## config.mk

```make
export PLATFORM = sky130hd
export DESIGN_NAME = rsqrt_table_gen_flat
export DESIGN_NICKNAME = d
export VERILOG_FILES = /design/src/rtl/rsqrt_table_pkg.sv /design/src/rtl/rsqrt_table_gen_if.sv /design/src/rtl/isqrt_serial.sv /design/src/rtl/rsqrt_table_gen.sv /design/src/flat_wrapper.sv
export SDC_FILE = /design/constraint.sdc
export NUM_CORES = 1
export LEC_CHECK = 0
export CAP_MARGIN = 20
export CORE_ASPECT_RATIO = 0.5
export CORE_MARGIN = 4
export CORE_UTILIZATION = 30
export CTS_CLUSTER_SIZE = 8
export DETAILED_ROUTE_END_ITERATION = 8
export PLACE_DENSITY_LB_ADDON = 0.12
export SLEW_MARGIN = 20
export SYNTH_ARGS = -nofsm -noshare
export SYNTH_HDL_FRONTEND = slang
export SYNTH_HIERARCHICAL = 1
export SYNTH_SLANG_ARGS = --single-unit
```

## constraint.sdc

```tcl
create_clock -name clk -period 3.25 [get_ports clk]
set_input_delay 0.325 -clock clk [delete_from_list [all_inputs] [get_ports clk]]
set_output_delay 0.325 -clock clk [all_outputs]
set_load 0.02 [all_outputs]
```

## src/rtl/rsqrt_table_pkg.sv

```systemverilog
// Shared types and width helpers for the 1/sqrt(x) coefficient table generator.
package rsqrt_table_pkg;

    typedef enum logic [2:0] {
        IDLE  = 3'd0,
        CLR   = 3'd1,
        SQRT  = 3'd2,
        DIV   = 3'd3,
        WRITE = 3'd4,
        DONE  = 3'd5
    } state_t;

    // Radicand is (4a+2) scaled by 2*FRAC fractional bits
    function automatic int rw_f(input int twidth, input int frac);
        return twidth + 2 + 2 * frac;
    endfunction

    function automatic int root_w_f(input int rw);
        return (rw + 1) / 2;
    endfunction

    function automatic int div_w_f(input int numw, input int frac);
        return numw + frac;
    endfunction

endpackage

```

## src/rtl/rsqrt_table_gen_if.sv

```systemverilog
// Control and table-write bus between rsqrt_table_gen and its controller/consumer.
interface rsqrt_table_gen_if #(
    parameter int TWIDTH = 8,
    parameter int NUMW   = 16
);
    logic              start;
    logic [NUMW-1:0]   num;
    logic              tbl_clr;
    logic              tbl_wr;
    logic [TWIDTH-1:0] tbl_data;
    logic              tbl_ready;
    logic              busy;
    logic              done;
    logic [31:0]       tbl_sum;

    modport slave  (input  start, num, tbl_ready,
                    output tbl_clr, tbl_wr, tbl_data, busy, done, tbl_sum);
    modport master (output start, num, tbl_ready,
                    input  tbl_clr, tbl_wr, tbl_data, busy, done, tbl_sum);
endinterface

```

## src/rtl/isqrt_serial.sv

```systemverilog
// Restoring integer square root, two radicand bits per cycle; loads on i_start,
// then iterates ROOTW cycles with o_done high during the last iteration.
module isqrt_serial #(
    parameter int RW    = 16,
    parameter int ROOTW = (RW + 1) / 2
) (
    input  logic             clk,
    input  logic             rst,
    input  logic             i_start,
    input  logic [RW-1:0]    i_rad,
    output logic             o_done,
    output logic [ROOTW-1:0] o_root
);
    localparam int PW = 2 * ROOTW;
    localparam int CW = $clog2(ROOTW + 1);

    logic [PW-1:0]    r_rad;
    logic [ROOTW-1:0] r_rem;
    logic [ROOTW-1:0] r_root;
    logic [CW-1:0]    r_cnt;

    logic [ROOTW+1:0] w_rem_t;
    logic [ROOTW+1:0] w_trial;
    logic             w_ge;

    // Trial subtraction for the next root bit
    always_comb begin
        w_rem_t = {r_rem, r_rad[PW-1 -: 2]};
        w_trial = {r_root, 2'b01};
        w_ge    = (w_rem_t >= w_trial);
    end

    // Iteration registers; the remainder fits ROOTW bits until the final step
    always_ff @(posedge clk) begin
        if (rst) begin
            r_rad  <= '0;
            r_rem  <= '0;
            r_root <= '0;
            r_cnt  <= '0;
        end else if (i_start) begin
            r_rad  <= PW'(i_rad);
            r_rem  <= '0;
            r_root <= '0;
            r_cnt  <= CW'(ROOTW);
        end else if (r_cnt != CW'(0)) begin
            r_rad  <= r_rad << 2;
            r_rem  <= w_ge ? ROOTW'(w_rem_t - w_trial) : ROOTW'(w_rem_t);
            r_root <= {r_root[ROOTW-2:0], w_ge};
            r_cnt  <= r_cnt - CW'(1);
        end
    end

    assign o_done = (r_cnt == CW'(1));
    assign o_root = r_root;

endmodule

```

## src/rtl/rsqrt_table_gen.sv

```systemverilog
// Generates K[a] = min((num<<FRAC)/floor(sqrt((4a+2)<<2FRAC)), 2^TWIDTH-1) for every a.
// Optional running checksum on tbl_sum when RSQRT_TBL_CHECK_EN is defined.
module rsqrt_table_gen
    import rsqrt_table_pkg::*;
#(
    parameter int TWIDTH = 8,
    parameter int FRAC   = 4,
    parameter int NUMW   = 16
) (
    input  logic            clk,
    input  logic            rst,
    rsqrt_table_gen_if.slave bus
);
    localparam int RW    = rw_f(TWIDTH, FRAC);
    localparam int ROOTW = root_w_f(RW);
    localparam int DW    = div_w_f(NUMW, FRAC);
    localparam int CW    = $clog2(DW + 1);
    localparam logic [TWIDTH-1:0] LAST_A = '1;

    state_t            r_state, w_next;
    logic [NUMW-1:0]   r_num;
    logic [TWIDTH-1:0] r_addr;
    logic [DW-1:0]     r_q;
    logic [ROOTW-1:0]  r_p;
    logic [CW-1:0]     r_cnt;
    logic [TWIDTH-1:0] r_data;
    logic              r_clr, r_wr, r_busy, r_done;

    logic              w_xfer, w_last, w_sqrt_start, w_sqrt_done;
    logic [TWIDTH-1:0] w_rad_addr;
    logic [RW-1:0]     w_rad;
    logic [ROOTW-1:0]  w_root;
    logic [ROOTW:0]    w_p_t;
    logic              w_d_ge;
    logic [ROOTW-1:0]  w_p_next;
    logic [DW-1:0]     w_q_next;
    logic [TWIDTH-1:0] w_k;

    // Handshake decode and radicand for the entry about to start
    always_comb begin
        w_xfer       = (r_state == WRITE) && bus.tbl_ready;
        w_last       = (r_addr == LAST_A);
        w_sqrt_start = (r_state == CLR) || (w_xfer && !w_last);
        if (r_state == CLR) begin
            w_rad_addr = '0;
        end else begin
            w_rad_addr = r_addr + TWIDTH'(1);
        end
        w_rad = {w_rad_addr, 2'b10, {(2 * FRAC){1'b0}}};
    end

    isqrt_serial #(.RW(RW), .ROOTW(ROOTW)) u_isqrt (
        .clk     (clk),
        .rst     (rst),
        .i_start (w_sqrt_start),
        .i_rad   (w_rad),
        .o_done  (w_sqrt_done),
        .o_root  (w_root)
    );

    // One restoring-division step plus saturation of the final quotient
    always_comb begin
        w_p_t    = {r_p, r_q[DW-1]};
        w_d_ge   = (w_p_t >= {1'b0, w_root});
        w_p_next = w_d_ge ? ROOTW'(w_p_t - {1'b0, w_root}) : w_p_t[ROOTW-1:0];
        w_q_next = {r_q[DW-2:0], w_d_ge};
        if (|w_q_next[DW-1:TWIDTH]) begin
            w_k = '1;
        end else begin
            w_k = w_q_next[TWIDTH-1:0];
        end
    end

    // Next-state logic
    always_comb begin
        w_next = r_state;
        case (r_state)
            IDLE:    w_next = bus.start ? CLR : IDLE;
            CLR:     w_next = SQRT;
            SQRT:    w_next = w_sqrt_done ? DIV : SQRT;
            DIV:     w_next = (r_cnt == CW'(0)) ? WRITE : DIV;
            WRITE: begin
                if (bus.tbl_ready) begin
                    w_next = w_last ? DONE : SQRT;
                end else begin
                    w_next = WRITE;
                end
            end
            DONE:    w_next = IDLE;
            default: w_next = IDLE;
        endcase
    end

    // State register with registered Moore outputs decoded from the next state
    always_ff @(posedge clk) begin
        if (rst) begin
            r_state <= IDLE;
            r_clr   <= 1'b0;
            r_wr    <= 1'b0;
            r_busy  <= 1'b0;
            r_done  <= 1'b0;
        end else begin
            r_state <= w_next;
            r_clr   <= (w_next == CLR);
            r_wr    <= (w_next == WRITE);
            r_busy  <= (w_next inside {CLR, SQRT, DIV, WRITE});
            r_done  <= (w_next == DONE);
        end
    end

    // Address, divider and coefficient datapath
    always_ff @(posedge clk) begin
        if (rst) begin
            r_num  <= '0;
            r_addr <= '0;
            r_q    <= '0;
            r_p    <= '0;
            r_cnt  <= '0;
            r_data <= '0;
        end else begin
            if ((r_state == IDLE) && bus.start) begin
                r_num  <= bus.num;
                r_addr <= '0;
            end else if (w_xfer && !w_last) begin
                r_addr <= r_addr + TWIDTH'(1);
            end
            if (w_sqrt_start) begin
                r_q <= {r_num, {FRAC{1'b0}}};
                r_p <= '0;
            end else if (r_state == DIV) begin
                r_q <= w_q_next;
                r_p <= w_p_next;
            end
            if ((r_state == SQRT) && w_sqrt_done) begin
                r_cnt <= CW'(DW - 1);
            end else if ((r_state == DIV) && (r_cnt != CW'(0))) begin
                r_cnt <= r_cnt - CW'(1);
            end
            if ((r_state == DIV) && (r_cnt == CW'(0))) begin
                r_data <= w_k;
            end
        end
    end

    assign bus.tbl_clr  = r_clr;
    assign bus.tbl_wr   = r_wr;
    assign bus.tbl_data = r_data;
    assign bus.busy     = r_busy;
    assign bus.done     = r_done;

`ifdef RSQRT_TBL_CHECK_EN
    logic [31:0] r_sum;

    // Checksum of transferred words, held after the run for readback
    always_ff @(posedge clk) begin
        if (rst) begin
            r_sum <= 32'd0;
        end else if (r_state == CLR) begin
            r_sum <= 32'd0;
        end else if (w_xfer) begin
            r_sum <= r_sum + 32'(r_data);
        end
    end

    assign bus.tbl_sum = r_sum;
`else
    assign bus.tbl_sum = 32'd0;
`endif

endmodule

```

## src/flat_wrapper.sv

```systemverilog
// flat-port wrapper written by rule: the top's interface ports become plain ports
module rsqrt_table_gen_flat import rsqrt_table_pkg::*;
#(
    parameter int TWIDTH = 8,
    parameter int FRAC   = 4,
    parameter int NUMW   = 16
)
  (clk, rst, bus_start, bus_num, bus_tbl_ready, bus_tbl_clr, bus_tbl_wr, bus_tbl_data, bus_busy, bus_done, bus_tbl_sum);
  rsqrt_table_gen_if #(.TWIDTH(TWIDTH), .NUMW(NUMW)) bus_i ();
  input  logic clk;
  input  logic rst;
  input wire logic [$bits(bus_i.start)-1:0] bus_start;
  input wire logic [$bits(bus_i.num)-1:0] bus_num;
  input wire logic [$bits(bus_i.tbl_ready)-1:0] bus_tbl_ready;
  output wire logic [$bits(bus_i.tbl_clr)-1:0] bus_tbl_clr;
  output wire logic [$bits(bus_i.tbl_wr)-1:0] bus_tbl_wr;
  output wire logic [$bits(bus_i.tbl_data)-1:0] bus_tbl_data;
  output wire logic [$bits(bus_i.busy)-1:0] bus_busy;
  output wire logic [$bits(bus_i.done)-1:0] bus_done;
  output wire logic [$bits(bus_i.tbl_sum)-1:0] bus_tbl_sum;
  assign bus_i.start = bus_start;
  assign bus_i.num = bus_num;
  assign bus_i.tbl_ready = bus_tbl_ready;
  assign bus_tbl_clr = bus_i.tbl_clr;
  assign bus_tbl_wr = bus_i.tbl_wr;
  assign bus_tbl_data = bus_i.tbl_data;
  assign bus_busy = bus_i.busy;
  assign bus_done = bus_i.done;
  assign bus_tbl_sum = bus_i.tbl_sum;
  rsqrt_table_gen #(.TWIDTH(TWIDTH), .FRAC(FRAC), .NUMW(NUMW)) u_core (.clk(clk), .rst(rst), .bus(bus_i));
endmodule
```

==> results by group, run 1 <==
Clock tree
  • Clk sinks: between 100 and 150
  • Root Buffer: clkbuf_16
  • Clk buf depth: 2
  • Num CTS Buffers: 17
  • Hold-fix buffers at CTS: 0
  • Clk_lat worst skew: slightly above 0.4 ns
  • H-tree Lvls: 4
  • CTS tree: done
  • Clk slew on worst S/H paths: 0.06 ns
  • # resized after CTS: 0
  • Post-CTS setup buffer count: 0

Synthesis
  • Register area share after synthesis: approximately two fifths
  • Syn_area_per_cell: around 8 um2
  • Synthesized flop and latch total: 113
  • Largest area contributor in the netlist: dfxtp_1
  • Synth Area in Compound Gates: around 18%
  • Mapped Area: roughly 5800 um2
  • Synth top area cells: dfxtp_1, a21oi_1, nand2_1
  • Post-synthesis async set-or-reset flop share: 0%
  • Unique masters post-synth: slightly above 60
  • Simple-Gate Fraction of Synth Area: 23.5%
  • Top FF cell, synth: dfxtp_1
  • Multiplexer share of the synthesized area: 1.55%
  • Cell count after synthesis: 734
  • Xor and xnor area share after synthesis: ~3.2%
  • Most frequent cells after synthesis: nand2_1, dfxtp_1, nor2_1, a21oi_1, buf_4
  • Post-synth EDFFs: 0
  • Synth top area share: 38.9%
  • Ys Warns: 6
  • Largest family of logic cells by synthesized area: simple AND/OR/NAND/NOR gates
  • Top-count cell post-synth: nand2_1
  • Post-Synth Adder-Cell Area: 5.73%

Floorplan
  • Die H: between 100 and 150 um
  • Core Box Area: roughly 19000 um2
  • Io pins: 64
  • Die Area: 21800 um2
  • Initial Utilization: 31.1%
  • Die width: 205 um
  • Row Count: 35

STA
  • Slew headroom: 50.6%
  • Fin crit period: 2.80 ns
  • Worst-margin pin slew: 0.740 ns
  • Clock skew: 0.0133 ns
  • Slew Viols, Final: 0
  • RSZ-0062 raised after global routing: no
  • Fmax: 357 MHz
  • Sum Neg Setup Slack: 0 ns
  • Period utilization: 86.1%
  • Final hold violations: 0
  • Final setup viols: 0

Place
  • Routability cong.: 0.774
  • Quantity of I/O buffers inserted on ports: 31
  • DP Wirelength: 9100 um

Drt
  • DRC: 0
  • Initial DRC count: ~240
  • Via/cell ratio: 4.65
  • Antenna Violating Nets Remaining: 0
  • DR pass1 iterations: 4
  • Routed len/inst: 12.9 um
  • Vias post-DR: 4821
  • Total Wirelength: 13400 um

Worst setup path
  • Crit Path Class: reg -> reg
  • Startpoint Class: flip-flop
  • Arr. time, crit path: 3.14 ns
  • Reg2Reg Depth: 8
  • CP required: 3.59 ns
  • CP Capture Type: flip-flop
  • Cell mode on critical path: or2_2
  • Slowest cell on the critical path: or4_1
  • CP peak stage delay: 0.50 ns
  • Worst path cell trace: ha_1 -> and3_4 -> nand3_4 -> o21ba_1 -> or2_2 -> or2_2 -> or4_1 -> nand3_1
  • Worst-path maximum fanout: 14

Flow run
  • Max Cap Viol: 0

Finish
  • Layout fillers: between 1500 and 2000
  • Layout Nets: 811
  • Fraction of layout instances using a drive strength above 1: under 10%
  • Layout Utilization: a little over a third
  • Synth-to-Final Area Change: 17.5%
  • Inserted Diodes: 0

Global route
  • Initial antenna violation count: 0
  • Number of global-route vias before repair: ~4600
  • Remaining Overflow, GRT: 0
  • Pin count of the biggest net entering global routing: 62
  • First-pass GRT wire length: 22800 um
  • GRT Util Overall: 12.6%

Pwr
  • Pwr per Cell Area: 757 nW/um2
  • Worst vdd ir: 0.392 mV
  • LEAKAGE: roughly 2.6 nW

Run status
  • Status: completed

Worst hold path
  • Hold depth: 2
  • Hold Crit Class: in -> reg
## final cells by class
type / instances / area (um2) / area share [%]
clock buffer: 19 / 453 / 6.64
clock inverter: 13 / 125 / 1.83
inverter: 26 / 97.6 / 1.43
multi-input combinational: 565 / 3170 / 46.5
sequential: 113 / 2260 / 33.2
tap: 259 / 324 / 4.75
timing repair buffer: 42 / 388 / 5.68
## per-stage QoR
stage	area [um2]	hold slack [ns]	total power, mW	std cells	setup slack [ns]
finish	6820	0.283	5.16	1037	0.453
global route	6820	0.296	5.50	1037	0.299
CTS	6820	0.288	5.22	1037	0.453
detailed placement	6240	0.451	3.38	1005	0.465
global placement	6240	0.448	3.38	1005	0.545
floorplan	5960	0.436	3.06	774	0.667
## power by group
group	total (mW)	switching [mW]	internal, mW
Combinational	1.72	1.06	0.657
Clock	1.82	0.711	1.10
Sequential	1.63	0.102	1.53
Total	5.16	1.88	3.29
## layer usage
layer	global-route usage [%]	up-vias	share of wire, %
met4	4.06	0	1.2
met3	2.83	14	3.4
met5	0	-	0
met1	18.0	2201	54
li1	-	2533	-
met2	18.8	73	41
## state kept, by name (all words and copies together) (netlist names), 3 cells and up
signal and flops:
u_core/r_q 20, u_core/u_isqrt/r_rad 18, u_core/r_num 16, u_core/r_p 9, u_core/u_isqrt/o_root 9, u_core/u_isqrt/r_rem 9
u_core/bus.tbl_data 8, u_core/r_addr 8, u_core/r_cnt 5, u_core/u_isqrt/r_cnt 4, u_core/r_state 3
## cell usage in the layout, fill, tap and decap left out, types with 14 or more instances in the layout
cell type,count
nor3_1,23
conb_1,42
o21ai_0,18
inv_1,26
a211oi_1,14
clkbuf_16,17
clkdlybuf4s50_1,30
nand2_1,115
dfxtp_1,113
a222oi_1,16
ha_1,25
nor2_1,98
a21oi_1,87
## critical path, delay by kind of cell, from the launching register on
family	cells	cell delay (ns)
adders and majority gates	1	0.22
DFF	1	0.38
AOI/OAI and AO/OA	1	0.36
and+or+nand+nor	6	1.77
## worst paths after layout
path                            slack [ns]                     from                 endpoint
worst max-delay path                  0.45         u_core/r_addr[0]  u_core/u_isqrt/r_rem[0]
worst min-delay path                  0.28                      rst  u_core/u_isqrt/r_rad[6]
worst max register to register        0.45         u_core/r_addr[0]  u_core/u_isqrt/r_rem[0]
worst min register to register        0.46  u_core/u_isqrt/r_rem[7]  u_core/u_isqrt/r_rem[7]
## cell families (layout without fill, tap and decap cells)
group / after synthesis / after routing
simple gates: 303 / 303
compound gates: 164 / 164
flops: 113 / 113
buf+inv: 96 / 100
fa+ha+maj: 26 / 26
xor+xnor: 21 / 21
mux: 9 / 9
other cells: 2 / 42
Note: power is estimated with default switching activity, not from simulation.
==> inputs of run 2 (changes only) <==
Settings changed: CORE_UTILIZATION 30 to 57.
==> run 2 against run 1 <==
Fmax increased by 1.4%. Utilization increased by 32 points. Global-route usage increased by 8.8 points. Clock power increased by 3%. Critical path type unchanged. Critical endpoint is now u_core/u_isqrt/r_rem[1]. Highest routed layer unchanged.
==> results by group, run 2 (synthesized netlist as in run 1, its figures left out) <==
Run status
  • Status: completed (unchanged)

STA
  • Fin Hold WS: 0.250 ns (was 0.283 ns)
  • Worst-margin pin slew: 0.838 ns (was 0.740 ns)
  • RSZ-0062 raised after global routing: no (unchanged)
  • Sum Neg Setup Slack: 0 ns (unchanged)
  • Final setup viols: 0 (unchanged)
  • Slew Viols, Final: 0 (unchanged)
  • Clock skew: 0.00961 ns (was 0.0133 ns)
  • Final hold violations: 0 (unchanged)
  • Fmax: 363 MHz (was 357 MHz)
  • Period utilization: 84.8% (was 86.1%)
  • Fin crit period: 2.76 ns (was 2.80 ns)
  • Slew headroom: 44.1% (was 50.6%)

Clock tree
  • Clk sinks: 113 (unchanged)
  • H-tree Lvls: 4 (unchanged)
  • Clk buf depth: 2 (unchanged)
  • Clk slew on worst S/H paths: 0.06 ns (about the same)
  • Root Buffer: clkbuf_16 (unchanged)
  • Num CTS Buffers: 17 (unchanged)
  • CTS tree: done (unchanged)
  • Clk_lat worst skew: 0.41 ns (about the same)
  • Hold-fix buffers at CTS: 0 (unchanged)
  • Post-CTS setup buffer count: 0 (unchanged)
  • # resized after CTS: 0 (unchanged)

Floorplan
  • Die width: 151 um (was 205 um)
  • Io pins: 64 (unchanged)
  • Core Box Area: 9700 um2 (was 18700 um2)
  • Die Area: 12000 um2 (was 21800 um2)
  • Row Count: 25 (was 35)
  • Die H: 79.4 um (was 106 um)
  • Initial Utilization: 59.9% (was 31.1%)

Global route
  • Initial antenna violation count: 0 (unchanged)
  • GRT Util Overall: 21.4% (was 12.6%)
  • Remaining Overflow, GRT: 0 (unchanged)
  • First-pass GRT wire length: 21000 um (was 22800 um)
  • Pin count of the biggest net entering global routing: 64 (was 62)
  • Number of global-route vias before repair: 4610 (was 4563)

Pwr
  • Sequential share of power: 31.3% (was 31.5%)
  • Pwr per Cell Area: 780 nW/um2 (was 757 nW/um2)
  • LEAKAGE: 2.57 nW (about the same)
  • Switching Power: 1.87 mW (was 1.88 mW)
  • Clock power frac: 36.0% (was 35.2%)
  • Internal: 3.33 mW (was 3.29 mW)
  • Switching portion of total power: 36.0% (was 36.3%)
  • Comb pwr share: 32.7% (was 33.3%)
  • Worst vdd ir: 0.476 mV (was 0.392 mV)

Drt
  • Met3 Routed Length: 871 um (was 453 um)
  • Total Wirelength: 12400 um (was 13400 um)
  • Routed len/inst: 13.6 um (was 12.9 um)
  • DR pass1 iterations: 7 (was 4)
  • Met2 WL: 5510 um (was 5570 um)
  • DRC: 0 (unchanged)
  • Via/cell ratio: 5.52 (was 4.65)
  • Highest metal used: met4 (unchanged)
  • Antenna Violating Nets Remaining: 0 (unchanged)
  • Initial DRC count: 421 (was 241)
  • Vias post-DR: 5031 (was 4821)
  • Met1 WL: 5860 um (was 7240 um)

Finish
  • Inserted Diodes: 0 (unchanged)
  • Commonest non-fill, non-tap cell in the layout: nand2_1 (unchanged)
  • Number of flip-flops in the largest register: 20 (unchanged)
  • Final non-filler cell total: 911 (was 1037)
  • Layout Nets: 809 (was 811)
  • Fraction of layout instances using a drive strength above 1: 7.47% (was 7.71%)
  • Synth-to-Final Area Change: 14.9% (was 17.5%)
  • Commonest non-fill, non-tap cells in the layout: nand2_1, dfxtp_1, nor2_1, a21oi_1, conb_1 (unchanged)
  • Largest register by flop count: u_core/r_q (unchanged)
  • Biggest regs: u_core/r_q (20), u_core/u_isqrt/r_rad (18), u_core/r_num (16) (unchanged)
  • Layout fillers: 823 (was 1973)
  • Final instance area: 6670 um2 (was 6820 um2)

Worst setup path
  • Worst-path maximum fanout: 14 (unchanged)
  • Startpoint Class: flip-flop (unchanged)
  • Reg2reg end: u_core/u_isqrt/r_rem[1] (was u_core/u_isqrt/r_rem[0])
  • Buf/Inv on CP: 0 (unchanged)
  • Worst path depth: 8 (unchanged)
  • Slowest cell on the critical path: or4_1 (unchanged)
  • CP peak stage delay: 0.51 ns (was 0.50 ns)
  • R2R setup slack: 0.49 ns (was 0.45 ns)
  • Crit Path Class: reg -> reg (unchanged)
  • CP required: 3.59 ns (about the same)
  • Worst reg2reg path startpoint: u_core/r_addr[0] (unchanged)
  • Reg2Reg Depth: 8 (unchanged)
  • Cell mode on critical path: or2_2 (unchanged)
  • CP Capture Type: flip-flop (unchanged)
  • CP Launch Point: u_core/r_addr[0] (unchanged)
  • Worst path cell trace: ha_1 -> and3_4 -> nand3_4 -> o21ba_1 -> or2_2 -> or2_2 -> or4_1 -> nand3_1 (unchanged)
  • CP endpoint: u_core/u_isqrt/r_rem[1] (was u_core/u_isqrt/r_rem[0])
  • CP delay by family, top: simple AND/OR/NAND/NOR gates (unchanged)
  • Arr. time, crit path: 3.10 ns (was 3.14 ns)

Worst hold path
  • Hold Crit Class: in -> reg (unchanged)

Place
  • Quantity of I/O buffers inserted on ports: 31 (unchanged)
  • Routability cong.: 0.842 (was 0.774)
  • Dpl cells: 879 (was 1005)
  • DP Area: 6070 um2 (was 6240 um2)
  • DP Wirelength: 8440 um (was 9100 um)

Flow run
  • Max Cap Viol: 0 (unchanged)
[run 2: cell count changes in the layout (fill, tap and decap cells not counted), sizes merged]
cell	change
inv	+3
clkbuf	-2
clkinvlp	-1
clkinv	-1
bufinv	+1
buf	-2
[run 2: cell type report]
cell class / instances / area [um2] / area share [%]
Clock buffer: 17 / 425 / 6.38
Clock inverter: 15 / 171 / 2.57
Inverter: 26 / 97.6 / 1.46
Multi-Input combinational cell: 565 / 3170 / 47.6
Sequential cell: 113 / 2260 / 33.9
Tap cell: 135 / 169 / 2.53
Timing Repair Buffer: 40 / 373 / 5.59
[run 2: worst min path at each step]
stage	startpoint	endpoint	cells past startpoint
3_5_place_dp	u_core/r_num[0]	u_core/r_num[0]	2
2_1_floorplan	u_core/u_isqrt/r_rem[7]	u_core/u_isqrt/r_rem[7]	2
3_3_place_gp	u_core/r_num[0]	u_core/r_num[0]	2
5_1_grt	rst	u_core/r_state[2]	2
4_1_cts	rst	u_core/r_state[2]	2
6_report	rst	u_core/u_isqrt/r_rad[12]	2
[run 2: layer usage]
| metal | vias to the layer above | GRT usage [%] |
|---|---|---|
| met5 | - | 0 |
| met4 | 0 | 6.42 |
| met3 | 15 | 4.82 |
| met2 | 173 | 34.7 |
| met1 | 2310 | 28.8 |
| li1 | 2533 | - |
[run 2: per-stage QoR]
step                      setup WS, ns  utilization [%]  total power, mW
after global routing             0.336             68.8             5.52
after detailed placement         0.547             62.6             3.34
after CTS                        0.531             68.8             5.22
after global placement           0.606             62.6             3.30
after floorplan                  0.667                -             3.06
final                            0.492             68.8             5.20
[run 2: power by group through the flow]
stage               clock network, mW  registers, mW  logic [mW]
finish                           1.87           1.63        1.70
CTS                              1.90           1.63        1.69
floorplan                           0           1.64        1.42
global placement                    0           1.65        1.65
detailed placement                  0           1.66        1.68
global route                     1.97           1.65        1.90
